[config.mk]
export PLATFORM = sky130hd
export DESIGN_NAME = mc_sequencer_flat
export DESIGN_NICKNAME = d
export VERILOG_FILES = /design/src/rtl/mc_sequencer_pkg.sv /design/src/rtl/mc_sequencer_if.sv /design/src/rtl/mc_out_decode.sv /design/src/rtl/mc_sequencer.sv /design/src/flat_wrapper.sv
export SDC_FILE = /design/constraint.sdc
export NUM_CORES = 1
export LEC_CHECK = 0
export CAP_MARGIN = 20
export CORE_MARGIN = 10
export CORE_UTILIZATION = 45
export CTS_CLUSTER_SIZE = 14
export DETAILED_ROUTE_END_ITERATION = 12
export PLACE_DENSITY = 0.8
export SYNTH_ARGS = -nofsm -noshare
export SYNTH_HDL_FRONTEND = slang
export SYNTH_SLANG_ARGS = --single-unit
[constraint.sdc]
create_clock -name clk -period 2.5 [get_ports clk]
set_clock_uncertainty 0.05 [all_clocks]
set_input_delay 0.25 -clock clk [delete_from_list [all_inputs] [get_ports clk]]
set_output_delay 0.25 -clock clk [all_outputs]
set_load 0.03 [all_outputs]
[src/rtl/mc_sequencer_pkg.sv]
// Shared types for the multi-cycle control sequencer: state encoding, instruction
// field constants, datapath select codes and the instruction classifier.
package mc_pkg;

    typedef enum logic [3:0] {
        StIf,
        StId,
        StEx,
        StWb,
        StMaddr,
        StMrd,
        StMwb,
        StMwr,
        StBr,
        StLink,
        StJump,
        StJreg,
        StWwd,
        StHalt
    } state_e;

    localparam logic [3:0] OpBne   = 4'd0;
    localparam logic [3:0] OpBeq   = 4'd1;
    localparam logic [3:0] OpBgz   = 4'd2;
    localparam logic [3:0] OpBlz   = 4'd3;
    localparam logic [3:0] OpAdi   = 4'd4;
    localparam logic [3:0] OpOri   = 4'd5;
    localparam logic [3:0] OpLhi   = 4'd6;
    localparam logic [3:0] OpLwd   = 4'd7;
    localparam logic [3:0] OpSwd   = 4'd8;
    localparam logic [3:0] OpJmp   = 4'd9;
    localparam logic [3:0] OpJal   = 4'd10;
    localparam logic [3:0] OpRtype = 4'd15;

    // R-type funcs 0..7 map one-to-one onto the ALU operation codes.
    localparam logic [5:0] FnAluLast = 6'd7;
    localparam logic [5:0] FnJpr     = 6'd25;
    localparam logic [5:0] FnJrl     = 6'd26;
    localparam logic [5:0] FnWwd     = 6'd28;
    localparam logic [5:0] FnHlt     = 6'd29;

    typedef enum logic [3:0] {
        AluAdd  = 4'd0,
        AluSub  = 4'd1,
        AluAnd  = 4'd2,
        AluOr   = 4'd3,
        AluNot  = 4'd4,
        AluTcp  = 4'd5,
        AluShl  = 4'd6,
        AluShr  = 4'd7,
        AluLhi  = 4'd8,
        AluJtgt = 4'd9,
        AluBne  = 4'd10,
        AluBeq  = 4'd11,
        AluBgz  = 4'd12,
        AluBlz  = 4'd13
    } alu_op_e;

    typedef enum logic [1:0] {
        SrcBRt   = 2'd0,
        SrcBOne  = 2'd1,
        SrcBImm  = 2'd2,
        SrcBZero = 2'd3
    } src_b_e;

    typedef enum logic [1:0] {
        ImmZext   = 2'd0,
        ImmSext   = 2'd1,
        ImmTarget = 2'd2
    } imm_sel_e;

    typedef enum logic [1:0] {
        DstRs = 2'd0,
        DstRt = 2'd1,
        DstRd = 2'd2,
        DstR2 = 2'd3
    } reg_dst_e;

    typedef enum logic [3:0] {
        ClsNop,
        ClsBranch,
        ClsAluR,
        ClsAluI,
        ClsLoad,
        ClsStore,
        ClsJmp,
        ClsJal,
        ClsJpr,
        ClsJrl,
        ClsWwd,
        ClsHlt
    } inst_class_e;

    typedef struct packed {
        logic     pc_write;
        logic     pc_write_cond;
        logic     pc_source;
        logic     i_or_d;
        logic     mem_read;
        logic     mem_write;
        logic     data_drive;
        logic     ir_write;
        logic     mdr_write;
        logic     alu_reg_write;
        logic     reg_write;
        logic     mem_to_reg;
        logic     alu_src_a;
        src_b_e   alu_src_b;
        imm_sel_e imm_sel;
        reg_dst_e reg_dst;
        alu_op_e  alu_op;
        logic     inst_done;
        logic     wwd_strobe;
        logic     halted;
    } ctrl_t;

    function automatic inst_class_e classify(input logic [3:0] opcode, input logic [5:0] func);
        inst_class_e cls;
        cls = ClsNop;
        case (opcode)
            OpBne, OpBeq, OpBgz, OpBlz: cls = ClsBranch;
            OpAdi, OpOri, OpLhi:        cls = ClsAluI;
            OpLwd:                      cls = ClsLoad;
            OpSwd:                      cls = ClsStore;
            OpJmp:                      cls = ClsJmp;
            OpJal:                      cls = ClsJal;
            OpRtype: begin
                if (func <= FnAluLast) begin
                    cls = ClsAluR;
                end else begin
                    case (func)
                        FnJpr:   cls = ClsJpr;
                        FnJrl:   cls = ClsJrl;
                        FnWwd:   cls = ClsWwd;
                        FnHlt:   cls = ClsHlt;
                        default: cls = ClsNop;
                    endcase
                end
            end
            default: cls = ClsNop;
        endcase
        return cls;
    endfunction

endpackage

[src/rtl/mc_sequencer_if.sv]
// Instruction fields, memory handshake and datapath control vector between the
// sequencer (master) and the datapath (slave).
interface mc_sequencer_if;

    logic [3:0] opcode;
    logic [5:0] func;
    logic       mem_ready;

    logic       pc_write;
    logic       pc_write_cond;
    logic       pc_source;
    logic       i_or_d;
    logic       mem_read;
    logic       mem_write;
    logic       data_drive;
    logic       ir_write;
    logic       mdr_write;
    logic       alu_reg_write;
    logic       reg_write;
    logic       mem_to_reg;
    logic       alu_src_a;
    logic [1:0] alu_src_b;
    logic [1:0] imm_sel;
    logic [1:0] reg_dst;
    logic [3:0] alu_op;
    logic       inst_done;
    logic       wwd_strobe;
    logic       halted;

    modport master (
        input  opcode, func, mem_ready,
        output pc_write, pc_write_cond, pc_source, i_or_d, mem_read, mem_write, data_drive,
               ir_write, mdr_write, alu_reg_write, reg_write, mem_to_reg, alu_src_a,
               alu_src_b, imm_sel, reg_dst, alu_op, inst_done, wwd_strobe, halted
    );

    modport slave (
        output opcode, func, mem_ready,
        input  pc_write, pc_write_cond, pc_source, i_or_d, mem_read, mem_write, data_drive,
               ir_write, mdr_write, alu_reg_write, reg_write, mem_to_reg, alu_src_a,
               alu_src_b, imm_sel, reg_dst, alu_op, inst_done, wwd_strobe, halted
    );

endinterface

[src/rtl/mc_out_decode.sv]
// Combinational control-vector decoder: maps the current sequencer state plus the
// latched instruction fields and memory handshake onto every datapath enable/select.
module mc_out_decode
    import mc_pkg::*;
(
    input  state_e     state,
    input  logic [3:0] opcode,
    input  logic [5:0] func,
    input  logic       mem_ready,
    output ctrl_t      ctrl
);

    inst_class_e cls;
    alu_op_e     ex_alu_op;
    alu_op_e     br_alu_op;

    assign cls = classify(opcode, func);

    always_comb begin
        ex_alu_op = AluAdd;
        if (cls == ClsAluR) begin
            ex_alu_op = alu_op_e'({1'b0, func[2:0]});
        end else begin
            case (opcode)
                OpOri:   ex_alu_op = AluOr;
                OpLhi:   ex_alu_op = AluLhi;
                default: ex_alu_op = AluAdd;
            endcase
        end
    end

    always_comb begin
        case (opcode)
            OpBne:   br_alu_op = AluBne;
            OpBeq:   br_alu_op = AluBeq;
            OpBgz:   br_alu_op = AluBgz;
            default: br_alu_op = AluBlz;
        endcase
    end

    always_comb begin
        ctrl = '0;
        unique case (state)
            StIf: begin
                ctrl.mem_read = 1'b1;
                if (mem_ready) begin
                    ctrl.ir_write  = 1'b1;
                    ctrl.pc_write  = 1'b1;
                    ctrl.alu_src_a = 1'b1;
                    ctrl.alu_src_b = SrcBOne;
                end
            end
            StId: begin
                // Branch target is computed speculatively for every instruction.
                ctrl.alu_src_a     = 1'b1;
                ctrl.alu_src_b     = SrcBImm;
                ctrl.imm_sel       = ImmSext;
                ctrl.alu_reg_write = 1'b1;
                ctrl.inst_done     = (cls == ClsNop);
            end
            StEx: begin
                ctrl.alu_src_b     = (cls == ClsAluR) ? SrcBRt : SrcBImm;
                ctrl.imm_sel       = (opcode == OpAdi) ? ImmSext : ImmZext;
                ctrl.alu_op        = ex_alu_op;
                ctrl.alu_reg_write = 1'b1;
            end
            StWb: begin
                ctrl.reg_write = 1'b1;
                ctrl.reg_dst   = (cls == ClsAluR) ? DstRd : DstRt;
                ctrl.inst_done = 1'b1;
            end
            StMaddr: begin
                ctrl.alu_src_b     = SrcBImm;
                ctrl.imm_sel       = ImmSext;
                ctrl.alu_reg_write = 1'b1;
            end
            StMrd: begin
                ctrl.i_or_d    = 1'b1;
                ctrl.mem_read  = 1'b1;
                ctrl.mdr_write = mem_ready;
            end
            StMwb: begin
                ctrl.reg_write  = 1'b1;
                ctrl.mem_to_reg = 1'b1;
                ctrl.reg_dst    = DstRt;
                ctrl.inst_done  = 1'b1;
            end
            StMwr: begin
                ctrl.i_or_d     = 1'b1;
                ctrl.mem_write  = 1'b1;
                ctrl.data_drive = 1'b1;
                ctrl.inst_done  = mem_ready;
            end
            StBr: begin
                ctrl.alu_op        = br_alu_op;
                ctrl.pc_write_cond = 1'b1;
                ctrl.pc_source     = 1'b1;
                ctrl.inst_done     = 1'b1;
            end
            StLink: begin
                ctrl.alu_src_a     = 1'b1;
                ctrl.alu_src_b     = SrcBZero;
                ctrl.alu_reg_write = 1'b1;
            end
            StJump: begin
                ctrl.alu_op    = AluJtgt;
                ctrl.alu_src_a = 1'b1;
                ctrl.alu_src_b = SrcBImm;
                ctrl.imm_sel   = ImmTarget;
                ctrl.pc_write  = 1'b1;
                if (cls == ClsJal) begin
                    ctrl.reg_write = 1'b1;
                    ctrl.reg_dst   = DstR2;
                end
                ctrl.inst_done = 1'b1;
            end
            StJreg: begin
                ctrl.alu_src_b = SrcBZero;
                ctrl.pc_write  = 1'b1;
                // Return address was parked in ALUReg by LINK.
                if (cls == ClsJrl) begin
                    ctrl.reg_write = 1'b1;
                    ctrl.reg_dst   = DstR2;
                end
                ctrl.inst_done = 1'b1;
            end
            StWwd: begin
                ctrl.wwd_strobe = 1'b1;
                ctrl.inst_done  = 1'b1;
            end
            StHalt: begin
                ctrl.halted = 1'b1;
            end
            default: ;
        endcase
    end

endmodule

[src/rtl/mc_sequencer.sv]
// Multi-cycle control sequencer: state register and next-state logic; the control
// vector itself comes from mc_out_decode and is forced low while reset is held.
module mc_sequencer
    import mc_pkg::*;
(
    input  logic           clk,
    input  logic           reset_n,
    mc_sequencer_if.master bus
);

    state_e      state_q;
    state_e      state_d;
    inst_class_e cls;
    ctrl_t       ctrl;
    ctrl_t       ctrl_out;

    assign cls = classify(bus.opcode, bus.func);

    always_ff @(posedge clk or negedge reset_n) begin
        if (!reset_n) begin
            state_q <= StIf;
        end else begin
            state_q <= state_d;
        end
    end

    always_comb begin
        state_d = state_q;
        unique case (state_q)
            StIf: state_d = bus.mem_ready ? StId : StIf;
            StId: begin
                case (cls)
                    ClsBranch:         state_d = StBr;
                    ClsAluR, ClsAluI:  state_d = StEx;
                    ClsLoad, ClsStore: state_d = StMaddr;
                    ClsJmp:            state_d = StJump;
                    ClsJal, ClsJrl:    state_d = StLink;
                    ClsJpr:            state_d = StJreg;
                    ClsWwd:            state_d = StWwd;
                    ClsHlt:            state_d = StHalt;
                    default:           state_d = StIf;
                endcase
            end
            StEx:    state_d = StWb;
            StMaddr: state_d = (cls == ClsLoad) ? StMrd : StMwr;
            StMrd:   state_d = bus.mem_ready ? StMwb : StMrd;
            StMwr:   state_d = bus.mem_ready ? StIf : StMwr;
            StLink:  state_d = (cls == ClsJal) ? StJump : StJreg;
            StHalt:  state_d = StHalt;
            StWb, StMwb, StBr, StJump, StJreg, StWwd: state_d = StIf;
            default: state_d = StIf;
        endcase
    end

    mc_out_decode u_decode (
        .state    (state_q),
        .opcode   (bus.opcode),
        .func     (bus.func),
        .mem_ready(bus.mem_ready),
        .ctrl     (ctrl)
    );

    // Bus strobes must drop as soon as reset asserts, without waiting for a clock.
    assign ctrl_out = reset_n ? ctrl : ctrl_t'('0);

    assign bus.pc_write      = ctrl_out.pc_write;
    assign bus.pc_write_cond = ctrl_out.pc_write_cond;
    assign bus.pc_source     = ctrl_out.pc_source;
    assign bus.i_or_d        = ctrl_out.i_or_d;
    assign bus.mem_read      = ctrl_out.mem_read;
    assign bus.mem_write     = ctrl_out.mem_write;
    assign bus.data_drive    = ctrl_out.data_drive;
    assign bus.ir_write      = ctrl_out.ir_write;
    assign bus.mdr_write     = ctrl_out.mdr_write;
    assign bus.alu_reg_write = ctrl_out.alu_reg_write;
    assign bus.reg_write     = ctrl_out.reg_write;
    assign bus.mem_to_reg    = ctrl_out.mem_to_reg;
    assign bus.alu_src_a     = ctrl_out.alu_src_a;
    assign bus.alu_src_b     = ctrl_out.alu_src_b;
    assign bus.imm_sel       = ctrl_out.imm_sel;
    assign bus.reg_dst       = ctrl_out.reg_dst;
    assign bus.alu_op        = ctrl_out.alu_op;
    assign bus.inst_done     = ctrl_out.inst_done;
    assign bus.wwd_strobe    = ctrl_out.wwd_strobe;
    assign bus.halted        = ctrl_out.halted;

endmodule

[src/flat_wrapper.sv]
// flat-port wrapper written by rule: the top's interface ports become plain ports
module mc_sequencer_flat import mc_pkg::*;
  (clk, reset_n, bus_opcode, bus_func, bus_mem_ready, bus_pc_write, bus_pc_write_cond, bus_pc_source, bus_i_or_d, bus_mem_read, bus_mem_write, bus_data_drive, bus_ir_write, bus_mdr_write, bus_alu_reg_write, bus_reg_write, bus_mem_to_reg, bus_alu_src_a, bus_alu_src_b, bus_imm_sel, bus_reg_dst, bus_alu_op, bus_inst_done, bus_wwd_strobe, bus_halted);
  mc_sequencer_if bus_i ();
  input  logic clk;
  input  logic reset_n;
  input wire logic [$bits(bus_i.opcode)-1:0] bus_opcode;
  input wire logic [$bits(bus_i.func)-1:0] bus_func;
  input wire logic [$bits(bus_i.mem_ready)-1:0] bus_mem_ready;
  output wire logic [$bits(bus_i.pc_write)-1:0] bus_pc_write;
  output wire logic [$bits(bus_i.pc_write_cond)-1:0] bus_pc_write_cond;
  output wire logic [$bits(bus_i.pc_source)-1:0] bus_pc_source;
  output wire logic [$bits(bus_i.i_or_d)-1:0] bus_i_or_d;
  output wire logic [$bits(bus_i.mem_read)-1:0] bus_mem_read;
  output wire logic [$bits(bus_i.mem_write)-1:0] bus_mem_write;
  output wire logic [$bits(bus_i.data_drive)-1:0] bus_data_drive;
  output wire logic [$bits(bus_i.ir_write)-1:0] bus_ir_write;
  output wire logic [$bits(bus_i.mdr_write)-1:0] bus_mdr_write;
  output wire logic [$bits(bus_i.alu_reg_write)-1:0] bus_alu_reg_write;
  output wire logic [$bits(bus_i.reg_write)-1:0] bus_reg_write;
  output wire logic [$bits(bus_i.mem_to_reg)-1:0] bus_mem_to_reg;
  output wire logic [$bits(bus_i.alu_src_a)-1:0] bus_alu_src_a;
  output wire logic [$bits(bus_i.alu_src_b)-1:0] bus_alu_src_b;
  output wire logic [$bits(bus_i.imm_sel)-1:0] bus_imm_sel;
  output wire logic [$bits(bus_i.reg_dst)-1:0] bus_reg_dst;
  output wire logic [$bits(bus_i.alu_op)-1:0] bus_alu_op;
  output wire logic [$bits(bus_i.inst_done)-1:0] bus_inst_done;
  output wire logic [$bits(bus_i.wwd_strobe)-1:0] bus_wwd_strobe;
  output wire logic [$bits(bus_i.halted)-1:0] bus_halted;
  assign bus_i.opcode = bus_opcode;
  assign bus_i.func = bus_func;
  assign bus_i.mem_ready = bus_mem_ready;
  assign bus_pc_write = bus_i.pc_write;
  assign bus_pc_write_cond = bus_i.pc_write_cond;
  assign bus_pc_source = bus_i.pc_source;
  assign bus_i_or_d = bus_i.i_or_d;
  assign bus_mem_read = bus_i.mem_read;
  assign bus_mem_write = bus_i.mem_write;
  assign bus_data_drive = bus_i.data_drive;
  assign bus_ir_write = bus_i.ir_write;
  assign bus_mdr_write = bus_i.mdr_write;
  assign bus_alu_reg_write = bus_i.alu_reg_write;
  assign bus_reg_write = bus_i.reg_write;
  assign bus_mem_to_reg = bus_i.mem_to_reg;
  assign bus_alu_src_a = bus_i.alu_src_a;
  assign bus_alu_src_b = bus_i.alu_src_b;
  assign bus_imm_sel = bus_i.imm_sel;
  assign bus_reg_dst = bus_i.reg_dst;
  assign bus_alu_op = bus_i.alu_op;
  assign bus_inst_done = bus_i.inst_done;
  assign bus_wwd_strobe = bus_i.wwd_strobe;
  assign bus_halted = bus_i.halted;
  mc_sequencer u_core (.clk(clk), .reset_n(reset_n), .bus(bus_i));
endmodule
==> flow_summary.json <==
{
  "ios": 39,
  "reg2reg_depth": 5,
  "clkSinkCount": 4,
  "clk_pin_slew_ns": 0.05,
  "hold_viol": 0,
  "synth_cell_types": 54,
  "tightestPinTransition_ns": 0.492,
  "antenna_found_initial": 0,
  "cts_buffer_depth": 2,
  "ir_drop_mv": 0.542,
  "tritoncts": "done",
  "drc": 0,
  "post_dp_cell_area_sq_um": 1600,
  "pre_cts_slack_ns": -0.381,
  "synth-xor-area-share_pct": 1.57,
  "coreArea_sq_um": 2280,
  "track_usage_pct": 16.3,
  "synth_compound_area_share_pct": 26.6,
  "fin_ws_ns": -0.0295,
  "cts-root-buf": "clkbuf_4",
  "grt_pass1_wl_mm": 6.96,
  "synth_simple_gate_area_share_pct": 45.1,
  "numCtsBuffers": 3,
  "wire_per_inst_um": 17.5,
  "synth_edf_count": 0,
  "rrSetupSlack_ns": 0.88,
  "vias": 1566,
  "tns_ns": -0.0295,
  "finalCoreUtilization_pct": 75.4,
  "hp-class": "input port to asynchronous set/reset pin",
  "seq_area_frac_synth_pct": 8.99,
  "multi_input_comb_area_sq_um": 922,
  "period_needed_ns": 2.53,
  "synth_warnings": 0,
  "synthAdderAreaFrac_pct": 0,
  "relSlewSlack_pct": 67.0,
  "rows": 17,
  "io_buffers": 38,
  "ctsHoldBuffers": 0,
  "synthToLayoutAreaGrowth_pct": 54.2,
  "final.period_utilization_pct": 101,
  "register_area_sq_um": 104,
  "routabilityCongestion": 0.927,
  "ys_ff_latch": 4,
  "fill_cells": 182,
  "place_inst": 246,
  "stdcell_area_sq_um": 1720,
  "violations": "negative setup slack",
  "drtAntennaViolNets": 0,
  "reg_top3": "u_core.state_q (4)",
  "synthMuxAreaShare_pct": 4.16,
  "arrival_ns": 2.23,
  "die-area_sq_um": 4860,
  "syn_area_per_cell_sq_um": 6.71,
  "synth_top_family_by_area": "simple AND/OR/NAND/NOR gates",
  "grt_max_degree": 20,
  "drt_iter0_drc": 147,
  "clock_latency_ns": 0.24,
  "critPathKind": "input port to output port",
  "drt_wl_total_mm": 4.47,
  "drt_pass1_iterations": 4,
  "fmax_ghz": 0.395,
  "power_density_nw_per_um2": 803,
  "die_width_um": 69.7,
  "worstPathMaxFanout": 3,
  "maxCapViolCount": 0,
  "diodes": 0,
  "syn-num-nets": 179,
  "r2r-end": "u_core.state_q[1]",
  "hpwl_mm": 3.14,
  "ys.flop_type": "dfrtp_1",
  "die_y_um": 69.7,
  "cp-end-kind": "output port",
  "largest_reg_flops": 4,
  "rsz0062_at_grt": "yes",
  "htreeDepth": 1,
  "top_register": "u_core.state_q",
  "first_global_vias": 1502,
  "holdWs_ns": 0.406,
  "synthCells": 166,
  "overflow": 0,
  "p_leak_nw": 0.800,
  "outcome": "finished with violations",
  "fin_cells": 255,
  "drive_gt1_share_pct": 38.3,
  "synthesis.area_sq_um": 1110,
  "routed_via_density": 6.14,
  "setup_viol": 1,
  "worstReg2RegStart": "u_core.state_q[0]",
  "drv_slew": 0,
  "final_nets": 242,
  "startpoint_type": "input port",
  "total_power_mw": 1.38,
  "async_flop_share_pct": 100,
  "critPathRequiredTime_ns": 2.20,
  "start_util_pct": 48.9
}
-- layout by cell type (no fill, tap or decap), types with 3 or more instances in the layout --
| cell type | instances |
|---|---|
| nand3_1 | 6 |
| nor2b_1 | 6 |
| clkbuf_4 | 3 |
| nand2_1 | 16 |
| dlygate4sd2_1 | 4 |
| nor3_1 | 7 |
| nand3b_1 | 3 |
| buf_4 | 46 |
| buf_6 | 7 |
| inv_1 | 3 |
| or3_1 | 3 |
| clkdlybuf4s50_1 | 11 |
| o21ai_0 | 3 |
| dfrtp_2 | 3 |
| and3_1 | 4 |
| nor2_1 | 19 |
| a21oi_1 | 9 |
| buf_2 | 6 |
| nand4_1 | 3 |
| nand2b_1 | 6 |
-- cells by family after synthesis --
| kind of cell | after synthesis |
|---|---|
| multiplexers | 4 |
| flip-flops | 4 |
| AO/OA/AOI/OAI | 42 |
| XOR/XNOR | 2 |
| AND/OR/NAND/NOR | 93 |
| buffers and inverters | 21 |
-- where the power goes --
part,leakage (nW),internal [mW],switching (mW)
clock network,0.0138,0.0544,0.0366
registers,0.0478,0.0983,0.0849
logic,0.738,0.466,0.638
total,0.800,0.618,0.760
-- critical path, stage by stage --
cell and delay, ns:
dlygate4sd2_1 0.27, or3b_4 0.44, a211oi_2 0.26, o22ai_2 0.14
or4_4 0.52, a22oi_2 0.18, buf_6 0.15
-- how the worst max path moves through the flow --
stage | startpoint | endpoint | slack (ns) | cells after the start
3_3_place_gp | bus_func[1] | bus_inst_done | -0.35 | 8
2_1_floorplan | bus_func[3] | bus_alu_op[0] | 0.004 | 8
3_5_place_dp | bus_opcode[2] | bus_reg_dst[0] | -0.38 | 8
6_report | bus_func[0] | bus_reg_dst[0] | -0.03 | 7
4_1_cts | bus_func[1] | bus_reg_dst[0] | -0.1 | 9
5_1_grt | bus_func[0] | bus_reg_dst[0] | -0.1 | 7
-- layer usage --
metal	GRT usage, %	part of all wire (%)	vias to the layer above
li1	-	-	728
met4	6.74	4.5	0
met5	0	0	-
met2	26.6	45	99
met1	19.2	39	718
met3	4.85	11	21
-- Yosys cell counts, types with 4 or more instances --
cell / number / area share [%]
a211oi_1: 4 / 2.7
a21oi_1: 10 / 4.5
and3_1: 4 / 2.2
buf_4: 4 / 2.7
buf_6: 6 / 6.1
clkbuf_1: 5 / 1.7
dfrtp_1: 4 / 9.0
nand2_1: 17 / 5.7
nand2b_1: 6 / 3.4
nand3_1: 6 / 2.7
nor2_1: 21 / 7.1
nor2b_1: 6 / 3.4
nor3_1: 8 / 3.6
-- what timing repair did --
action	CTS	global route
buffers inserted	4	2
endpoints found under the setup margin	10	10
cloned	0	0
resized for setup	48	12
pin swaps	7	5
-- cell type report --
class / instances / area share, %
repair buffers: 76 / 36.2
flip-flops and latches: 4 / 6.05
well taps: 28 / 2.04
multi-input cells: 141 / 53.7
clock buffers: 3 / 1.31
inverters: 3 / 0.656
Note: power is estimated with default switching activity, not from simulation.
==> variant (same flow settings) <==
Make the reset (`reset_n`) synchronous in one clocked block.
--- a/src/rtl/mc_sequencer.sv
+++ b/src/rtl/mc_sequencer.sv
@@ -16,7 +16,7 @@
 
     assign cls = classify(bus.opcode, bus.func);
 
-    always_ff @(posedge clk or negedge reset_n) begin
+    always_ff @(posedge clk) begin
         if (!reset_n) begin
             state_q <= StIf;
         end else begin
Behaviour: no difference found for any inputs over 10 cycles, from zero or initial values and one cycle with reset_n low; that may be too few to reach the edited logic, so the function may still have changed.
==> variant against the original RTL <==
- clock power fell by 10%
- via count down 8.7%
- area after synthesis shrank 2.6%
- combinational power fell by 26%
- wire length fell by 18%
- cell count is 4.3% lower
- global-route usage fell by 2.5 points
- sequential cell count unchanged
- worst setup slack better by 140 ps
- sequential power down 26%
- core utilization decreased by 4.0 points
- design area shrank 6.2%
- power is 25% lower
- largest cell class unchanged
==> variant: results (changes against the original RTL) <==
proportion of power drawn by combinational gates -> 0.789 (was 0.801)
fraction of final layout cells sized beyond drive strength 1 -> 0.255 (was 0.383)
total wirelength of the detailed-routed design -> 3650 um (was 4470 um)
first-pass GRT wire length -> 6060 um (was 6960 um)
Final HPWL DP -> 2860 um (was 3140 um)
number of DRC markers after the initial detailed-route iteration -> 87 (was 147)
Top Family by Delay on Critical Path -> buffers and inverters (was simple AND/OR/NAND/NOR gates)
type of the tightest min-delay check -> reg -> reg (was in -> async)
Synthesized Nets -> 181 (was 179)
async set-or-reset flop fraction in the synthesized netlist -> 0 (was 1.00)
number of filler instances in the final layout -> 210 (was 182)
data arrival time of the critical path -> 2090 ps (was 2230 ps)
Avg WL per Cell -> 15.0 um (was 17.5 um)
largest net degree at the start of global routing -> 21 (was 20)
top_reg_cell synth -> sky130_fd_sc_hd__dfxtp_1 (was sky130_fd_sc_hd__dfrtp_1)
vias per inst -> 5.86 (was 6.14)
setup slack on the worst flop-to-flop path -> 850 ps (was 880 ps)
post-synth cell types -> 57 (was 54)
top cells by area, synth -> sky130_fd_sc_hd__dfxtp_1, sky130_fd_sc_hd__a21oi_1, sky130_fd_sc_hd__nor2_1, sky130_fd_sc_hd__nand2_1, sky130_fd_sc_hd__nand2b_1 (was sky130_fd_sc_hd__dfrtp_1, sky130_fd_sc_hd__nor2_1, sky130_fd_sc_hd__buf_6, sky130_fd_sc_hd__nand2_1, sky130_fd_sc_hd__a21oi_1)
post-synthesis sequential area ratio -> 0.0738 (was 0.0899)
RePlAce Congestion -> 0.926 (was 0.927)
Max FO, Critical Path -> 13 (was 3)
total net switching power -> 0.000542 W (was 0.000760 W)
outcome -> finished, final reports clean (was complete, but fails checks)
worst stage delay on the critical path -> 690 ps (was 520 ps)
top cells by count, synth -> sky130_fd_sc_hd__nor2_1, sky130_fd_sc_hd__nand2_1, sky130_fd_sc_hd__a21oi_1 (unchanged)
number of nets in the layout -> 231 (was 242)
Gate Count Post-Synth -> 168 (was 166)
VDD IR max -> 0.456 mV (was 0.542 mV)
standby leakage power -> 0.660 nW (was 0.800 nW)
total instance count after detailed placement -> 239 (was 246)
via count of the first global-routing pass -> 1,353 (was 1,502)
[variant: worst paths after layout]
check                          startpoint                      endpoint
min reg2reg  u_core.state_q[3]$_SDFF_PN0_  u_core.state_q[3]$_SDFF_PN0_
max reg2reg  u_core.state_q[0]$_SDFF_PN0_  u_core.state_q[0]$_SDFF_PN0_
min          u_core.state_q[3]$_SDFF_PN0_  u_core.state_q[3]$_SDFF_PN0_
max          u_core.state_q[1]$_SDFF_PN0_                  bus_pc_write
[variant: kinds of logic (layout without fill, tap and decap cells)]
family,count (synthesis),in the layout,share of synthesized area
and+or+nand+nor,86,86,0.448
AOI/OAI and AO/OA,48,48,0.305
buffers and inverters,22,70,0.105
xor gates and xnor gates,5,5,0.0404
DFF,4,4,0.0738
muxes,3,3,0.0288
[variant: through the flow]
step | setup WS [ps] | instance area [um2]
floorplan | 60.6 | 1080
global placement | -216 | 1540
detailed placement | -247 | 1540
CTS | -13.5 | 1570
global route | -9.06 | 1610
finish | 112 | 1610
[variant: worst reg2reg max path, delay by kind of cell (launching register included)]
kind | cells | cell delay (ps)
compound gates | 1 | 310
flops | 1 | 560
simple gates | 4 | 620
[variant: routing by layer]
metal,wire length (um),track usage,vias up
li1,-,-,714
met1,1590,0.157,666
met2,1830,0.247,47
met3,221,0.0328,3
met4,14,0.0399,0
met5,0,0,-
[variant: layout make-up]
class | instances | share of cell area
Clock buffer | 3 | 0.0140
Multi-Input combinational cell | 142 | 0.565
Inverter | 5 | 0.0117
Timing Repair Buffer | 62 | 0.337
Tap cell | 28 | 0.0218
Sequential cell | 4 | 0.0505
[variant: repair_timing]
item | in CTS | in global routing
setup buffers | 0 | 2
endpoints found under the setup margin | 2 | 13
gates resized for setup | 2 | 10
pin swaps | 0 | 3
